<file path="config.mk">
export PLATFORM = sky130hd
export DESIGN_NAME = jtoutrun_obj_fetch_flat
export DESIGN_NICKNAME = d
export VERILOG_FILES = /design/src/rtl/jtoutrun_obj_fetch_if.sv /design/src/rtl/jtoutrun_obj_fetch.sv /design/src/flat_wrapper.sv
export SDC_FILE = /design/constraint.sdc
export NUM_CORES = 1
export LEC_CHECK = 0
export ABC_AREA = 1
export BUFFER_PORTS_ARGS = -buffer_cell sky130_fd_sc_hd__clkbuf_2
export CORE_MARGIN = 10
export CORE_UTILIZATION = 53
export CTS_BUF_LIST = sky130_fd_sc_hd__clkbuf_4 sky130_fd_sc_hd__clkbuf_8
export CTS_CLUSTER_SIZE = 28
export DETAILED_ROUTE_END_ITERATION = 8
export GPL_TIMING_DRIVEN = 0
export PLACE_DENSITY = 0.87
export SLEW_MARGIN = 20
export SYNTH_ARGS = -nofsm -noshare
export SYNTH_HDL_FRONTEND = slang
export SYNTH_SLANG_ARGS = --single-unit
</file>
<file path="constraint.sdc">
create_clock -name clk -period 1.73 [get_ports clk]
set_clock_uncertainty 0.05 [all_clocks]
set_input_delay 0.0865 -clock clk [delete_from_list [all_inputs] [get_ports clk]]
set_output_delay 0.0865 -clock clk [all_outputs]
set_load 0.005 [all_outputs]
</file>
<file path="src/rtl/jtoutrun_obj_fetch_if.sv">
// rtl/jtoutrun_obj_fetch_if.sv - renderer and SDRAM bank-3 signals of the object fetch slot
interface jtoutrun_obj_fetch_if #(
   parameter int AW = 20
);
   logic          obj_cs;
   logic [AW-1:0] obj_addr;
   logic          obj_clr;
   logic [15:0]   obj_data;
   logic          obj_ok;
   logic [21:0]   sdram_addr;
   logic          sdram_req;
   logic          sdram_ack;
   logic          data_dst;
   logic          data_rdy;
   logic [15:0]   data_read;

   modport master (
      output obj_cs, obj_addr, obj_clr, sdram_ack, data_dst, data_rdy, data_read,
      input  obj_data, obj_ok, sdram_addr, sdram_req
   );

   modport slave (
      input  obj_cs, obj_addr, obj_clr, sdram_ack, data_dst, data_rdy, data_read,
      output obj_data, obj_ok, sdram_addr, sdram_req
   );
endinterface

</file>
<file path="src/rtl/jtoutrun_obj_fetch.sv">
// rtl/jtoutrun_obj_fetch.sv - object ROM SDRAM fetch slot with a small tag cache
// Define JTOUTRUN_OBJ_CACHE_EN for the 2-entry LRU cache; otherwise a single entry.
module jtoutrun_obj_fetch #(
   parameter int          AW     = 20,
   parameter logic [21:0] OFFSET = 22'h0
) (
   input  logic                 clk,
   input  logic                 rst_n,
   jtoutrun_obj_fetch_if.slave  bus
);
`ifdef JTOUTRUN_OBJ_CACHE_EN
   localparam int NE = 2;
`else
   localparam int NE = 1;
`endif

   typedef enum logic [1:0] {IDLE, REQ, WAIT} state_t;

   state_t        r_state;
   logic [NE-1:0] r_valid;
   logic [AW-1:0] r_tag  [NE];
   logic [15:0]   r_data [NE];
   logic [AW-1:0] r_req_addr;
   logic [15:0]   r_last;
   logic [21:0]   r_sdram_addr;
   logic          r_sdram_req;

   logic [NE-1:0] w_hit_vec;
   logic          w_hit;
   logic [15:0]   w_hit_data;
   logic [NE-1:0] w_fill_vec;

`ifdef JTOUTRUN_OBJ_CACHE_EN
   logic          r_lru;
   logic [1:0]    w_valid_eff;

   // Victim is chosen against the post-clear valid bits so clr+rdy lands in entry 0.
   assign w_valid_eff = bus.obj_clr ? 2'b00 : r_valid;
   assign w_fill_vec  = !w_valid_eff[0] ? 2'b01 :
                        !w_valid_eff[1] ? 2'b10 :
                        (r_lru ? 2'b10 : 2'b01);
`else
   assign w_fill_vec  = '1;
`endif

   always_comb begin
      w_hit_vec  = '0;
      w_hit_data = r_last;
      for (int i = 0; i < NE; i++) begin
         w_hit_vec[i] = bus.obj_cs && r_valid[i] && (r_tag[i] == bus.obj_addr);
         if (w_hit_vec[i]) w_hit_data = r_data[i];
      end
   end

   assign w_hit          = |w_hit_vec;
   assign bus.obj_ok     = w_hit;
   assign bus.obj_data   = w_hit_data;
   assign bus.sdram_addr = r_sdram_addr;
   assign bus.sdram_req  = r_sdram_req;

   always_ff @(posedge clk or negedge rst_n) begin
      if (!rst_n) begin
         r_state      <= IDLE;
         r_valid      <= '0;
         r_req_addr   <= '0;
         r_last       <= '0;
         r_sdram_addr <= OFFSET;
         r_sdram_req  <= 1'b0;
         for (int i = 0; i < NE; i++) begin
            r_tag[i]  <= '0;
            r_data[i] <= '0;
         end
`ifdef JTOUTRUN_OBJ_CACHE_EN
         r_lru        <= 1'b0;
`endif
      end else begin
         if (bus.obj_clr) r_valid <= '0;
`ifdef JTOUTRUN_OBJ_CACHE_EN
         // r_lru names the least-recent entry; a fill overrides a same-cycle hit.
         if (w_hit) r_lru <= ~w_hit_vec[1];
         if (r_state == WAIT && bus.data_rdy) r_lru <= ~w_fill_vec[1];
`endif
         case (r_state)
            IDLE: if (bus.obj_cs && !w_hit) begin
               r_req_addr   <= bus.obj_addr;
               r_sdram_addr <= OFFSET + 22'(bus.obj_addr);
               r_sdram_req  <= 1'b1;
               r_state      <= REQ;
            end
            REQ: if (bus.sdram_ack) begin
               r_sdram_req <= 1'b0;
               r_state     <= WAIT;
            end
            WAIT: if (bus.data_rdy) begin
               for (int i = 0; i < NE; i++) begin
                  if (w_fill_vec[i]) begin
                     r_valid[i] <= 1'b1;
                     r_tag[i]   <= r_req_addr;
                     r_data[i]  <= bus.data_read;
                  end
               end
               r_last  <= bus.data_read;
               r_state <= IDLE;
            end
            default: r_state <= IDLE;
         endcase
      end
   end
endmodule
</file>
<file path="src/flat_wrapper.sv">
// flat-port wrapper written by rule: the top's interface ports become plain ports
module jtoutrun_obj_fetch_flat 
#(
   parameter int          AW     = 20,
   parameter logic [21:0] OFFSET = 22'h0
)
  (clk, rst_n, bus_obj_cs, bus_obj_addr, bus_obj_clr, bus_sdram_ack, bus_data_dst, bus_data_rdy, bus_data_read, bus_obj_data, bus_obj_ok, bus_sdram_addr, bus_sdram_req);
  jtoutrun_obj_fetch_if #(.AW(AW)) bus_i ();
  input  logic clk;
  input  logic rst_n;
  input wire logic [$bits(bus_i.obj_cs)-1:0] bus_obj_cs;
  input wire logic [$bits(bus_i.obj_addr)-1:0] bus_obj_addr;
  input wire logic [$bits(bus_i.obj_clr)-1:0] bus_obj_clr;
  input wire logic [$bits(bus_i.sdram_ack)-1:0] bus_sdram_ack;
  input wire logic [$bits(bus_i.data_dst)-1:0] bus_data_dst;
  input wire logic [$bits(bus_i.data_rdy)-1:0] bus_data_rdy;
  input wire logic [$bits(bus_i.data_read)-1:0] bus_data_read;
  output wire logic [$bits(bus_i.obj_data)-1:0] bus_obj_data;
  output wire logic [$bits(bus_i.obj_ok)-1:0] bus_obj_ok;
  output wire logic [$bits(bus_i.sdram_addr)-1:0] bus_sdram_addr;
  output wire logic [$bits(bus_i.sdram_req)-1:0] bus_sdram_req;
  assign bus_i.obj_cs = bus_obj_cs;
  assign bus_i.obj_addr = bus_obj_addr;
  assign bus_i.obj_clr = bus_obj_clr;
  assign bus_i.sdram_ack = bus_sdram_ack;
  assign bus_i.data_dst = bus_data_dst;
  assign bus_i.data_rdy = bus_data_rdy;
  assign bus_i.data_read = bus_data_read;
  assign bus_obj_data = bus_i.obj_data;
  assign bus_obj_ok = bus_i.obj_ok;
  assign bus_sdram_addr = bus_i.sdram_addr;
  assign bus_sdram_req = bus_i.sdram_req;
  jtoutrun_obj_fetch #(.AW(AW), .OFFSET(OFFSET)) u_core (.clk(clk), .rst_n(rst_n), .bus(bus_i));
endmodule
</file>
==> run summary <==
The floorplan has 25 rows. The worst setup path is launched from a register. The area of the placeable core was 0.00482 mm2; the layout overhead on the synthesized area was 43.1%.

The per-cell via count in the routed design was 5.07; the clock-pin transition on the worst setup and hold timing paths was 0.07 ns. For the pin with the worst max-slew slack, the measured transition is 0.582 ns. For this design the static power due to leakage is 2.15 nW. Y dimension of the die: 91.4 um. In this run switching power makes up 36.6% of total power. The logs give 309 for the synthesized instance count and 0 for the final antenna-violating net count. The analysis attributes to net switching a power of 2.19 mW.

In this design, the stage delay of the slowest critical-path cell is 0.39 ns. The run gives 9 as the number of buffers inserted during clock tree synthesis. The clock network accounts for 21.5% of the total power.

The number of antenna violations at the first check in global routing is 0. Clock root buffer: sky130_fd_sc_hd__clkbuf_8. The run gives 36.0% as the share of power burned in combinational logic. The tools report the final number of hold-violating endpoints as 0. Critical path's slowest cell: sky130_fd_sc_hd__dfrtp_1. The number of buffers added on ports came out at 79. For the final wirelength, the log shows 8650 um. Setup slack of the critical path after layout: 0.0280 ns. The highest fanout seen on the critical path works out to 6.

The critical path goes through nor2_1 > nor2_1 > nor2_1 > nand2_1 > nor2_1 > nand3_2 > buf_6 > inv_2 > buf_6. The cell class contributing the biggest share of worst-path delay is simple AND/OR/NAND/NOR gates. The library cell appearing most often on the critical path is sky130_fd_sc_hd__nor2_1. The total of endpoints with negative setup slack in the final report is 0. Clock tree synthesis found a total of 60 sinks. Maximum number of pins on one net before global-route repair: 47. The design draws 5.99 mW.

With fillers left out, the area of the finished cells amounts to 0.00386 mm2. Total vias in the final route: 2574. TritonCTS built the clock tree. The per-instance average area after synthesis was 8.74 um2.

Sequential cells burn 42.5% of the power. Total power density per cell area: 1550 mW/mm2. The synthesized design contains 60 register bits. The cell area that synthesis handed to floorplanning was 0.00270 mm2.

Counting both buffers and inverters, the worst setup path holds a total of 3. The tools report the final net count as 479. Sequential elements use 55.6% of the synthesized area.

For this run the aggregate overflow at the end of global routing stands at 0. Summing all placed instances gives a cell area of 0.00321 mm2. After detailed routing, the average wire length per cell comes to 17.0 um.

The first detailed-routing pass ran for 4 iterations. The tightest min-delay check is of the primary input to asynchronous set/reset pin type. The Yosys step of the flow raised 0 warnings. The tools report the max-slew violation total from the final report as 0.

For this configuration, the core starts out at a cell density of 56.1%. The pre-CTS setup slack was 0.0924 ns. Internal power comes to 3.80 mW. The smallest hold slack was 0.118 ns.

The critical path in this run is classified as register to output port. The maximum vdd ir drop is 0.954 mV. The capturing element type of the critical path was an output port. The layout has 322 filler cells. Global routing consumed, on the met1 layer, 21.8% of the routing resources. The first global-routing pass estimated 13800 um of wire. The H-tree generated during clock tree synthesis spans 3 levels. Setup repair after global routing could not meet its margin everywhere. The overall die area is 0.00835 mm2, and the achievable clock frequency is 0.588 GHz.

The detailed router finished its first iteration with 151 violations. In this run the tightest slew margin relative to its limit is 61.2%. Once detailed placement completed, the half-perimeter wirelength came to 5200 um.

The tools report the I/O pin total as 83. In the finished design, the share of the clock period the worst path needs comes to 98.4%. The number of different library cells used by synthesis comes to 19. Weighted congestion reported at the end of routability-driven placement: 0.790.

In this run the deepest clock path goes through 2 buffers. The post-route minimum period is 1.70 ns, and the data arrival time of the critical path is 1.57 ns. The repair_antennas step left the layout with diodes totalling 0. The run gives 2758 as the number of global-route vias before repair. The total global routing track utilization was 20.8%; the met2 layer usage reported by global route was 37.1%.

The layer flagged by global routing as most heavily used is met2. The met3 global-route usage is 7.74%, and the ratio of cells with drive above 1 in the final layout is 25.4%. The clock reaches the later pin of the worst-skew pair after 0.35 ns. STA puts the critical path data required time at 1.59 ns. The die width came out at 91.4 um.

For this run, design rule violations remaining after detail routing come to 0. The max-capacitance violation count was 0. The flow ran to the end, and the final reports show no timing, DRC or antenna violations.
## flip-flops by register name, summed over array words and instances (netlist names)
name	count
u_core.r_tag	20
u_core.r_valid	1
u_core.r_data	16
u_core.r_state	2
u_core.r_req_addr	20
u_core.bus.sdram_req	1
## metal layers
layer,share of wire (%),wire length [um]
met3,8.1,703
met4,2.1,185
met2,52,4460
met5,0,0
met1,38,3300
## synthesized netlist by cell type (all sizes together)
| cell type | number | area [um2] |
|---|---|---|
| a21oi | 15 | 75.1 |
| buf | 8 | 57.6 |
| clkbuf | 5 | 18.8 |
| conb | 1 | 3.75 |
| dfrtp | 60 | 1500 |
| inv | 37 | 139 |
| mux2 | 21 | 236 |
| nand2 | 98 | 370 |
| nand3 | 24 | 130 |
| nor2 | 32 | 120 |
| o21ai | 4 | 20.0 |
| or2 | 3 | 18.8 |
| xnor2 | 1 | 8.76 |
## final cells by class
type	count	area (um2)	area share (%)
inverters	37	139	3.59
well taps	67	83.8	2.17
repair buffers	116	845	21.9
plain buffers	12	91.3	2.36
clock inverters	5	50.0	1.30
flip-flops and latches	60	1500	38.9
clock buffers	11	151	3.92
multi-input cells	200	1000	25.9
## cells in the final DEF, fill, tap and decap left out
cell and n:
sky130_fd_sc_hd__nand2_1 97, sky130_fd_sc_hd__clkbuf_2 70, sky130_fd_sc_hd__dfrtp_1 60, sky130_fd_sc_hd__dlygate4sd3_1 39
sky130_fd_sc_hd__inv_1 32, sky130_fd_sc_hd__nor2_1 31, sky130_fd_sc_hd__nand3_1 22, sky130_fd_sc_hd__mux2_1 21
sky130_fd_sc_hd__a21oi_1 15, sky130_fd_sc_hd__clkbuf_8 11, sky130_fd_sc_hd__buf_4 6, sky130_fd_sc_hd__inv_2 5
sky130_fd_sc_hd__buf_6 4, sky130_fd_sc_hd__clkinv_2 4, sky130_fd_sc_hd__o21ai_1 3, sky130_fd_sc_hd__or2_1 3
sky130_fd_sc_hd__nand3_2 2, sky130_fd_sc_hd__buf_2 2, sky130_fd_sc_hd__clkbuf_1 2, sky130_fd_sc_hd__conb_1 2
sky130_fd_sc_hd__xnor2_2 1, sky130_fd_sc_hd__nor2_2 1, sky130_fd_sc_hd__nand2_4 1, sky130_fd_sc_hd__buf_8 1
sky130_fd_sc_hd__o21ai_0 1, sky130_fd_sc_hd__bufinv_16 1, sky130_fd_sc_hd__clkbuf_16 1, sky130_fd_sc_hd__dlymetal6s4s_1 1
sky130_fd_sc_hd__clkbuf_4 1, sky130_fd_sc_hd__buf_16 1
## worst paths after layout
kind | endpoint | cells past startpoint | slack [ns] | start
worst max-delay path | bus_obj_ok | 9 | 0.03 | u_core.r_tag[8]
worst min-delay path | u_core.r_req_addr[9] | 2 | 0.12 | rst_n
worst max register to register | u_core.r_state[0] | 10 | 0.10 | u_core.r_tag[8]
worst min register to register | u_core.r_req_addr[10] | 2 | 0.45 | u_core.r_req_addr[10]
max in group asynchronous | u_core.r_tag[11] | 3 | 1.01 | rst_n
min in group clk | u_core.r_req_addr[3] | 3 | 0.19 | bus_obj_addr[3]
## stage by stage
step                      util [%]  cells  TNS [ns]
after CTS                     79.7    514         0
after detailed placement      66.7    457         0
after global placement        66.1    456         0
final                         80.2    508         0
after global routing          80.2    508    -0.113
after floorplan                  -    310         0
## cell families after synthesis
kind of cell	count (synthesis)	synth area share (%)
AOI/OAI and AO/OA	19	3.52
xor gates and xnor gates	1	0.324
muxes	21	8.76
other	1	0.139
buffers and inverters	50	7.97
and+or+nand+nor	157	23.7
DFF	60	55.6
## power groups by stage
stage | clock (mW) | sequential, mW | combinational, mW
2_1_floorplan | 0 | 2.49 | 1.08
3_3_place_gp | 0 | 2.47 | 1.88
3_5_place_dp | 0 | 2.52 | 1.98
4_1_cts | 1.29 | 2.50 | 2.06
5_1_grt | 1.36 | 2.62 | 2.44
6_report | 1.29 | 2.55 | 2.16
## timing repair
action / 4_1_cts / 5_1_grt
endpoints found under the hold margin: 99 / 0
buffers inserted: 1 / 3
gates resized for setup: 4 / 12
hold buffers: 40 / 0
pin swaps: 0 / 11
gates cloned: 0 / 1
setup endpoints to repair: 1 / 30
Power figures use the tool's default switching activity.
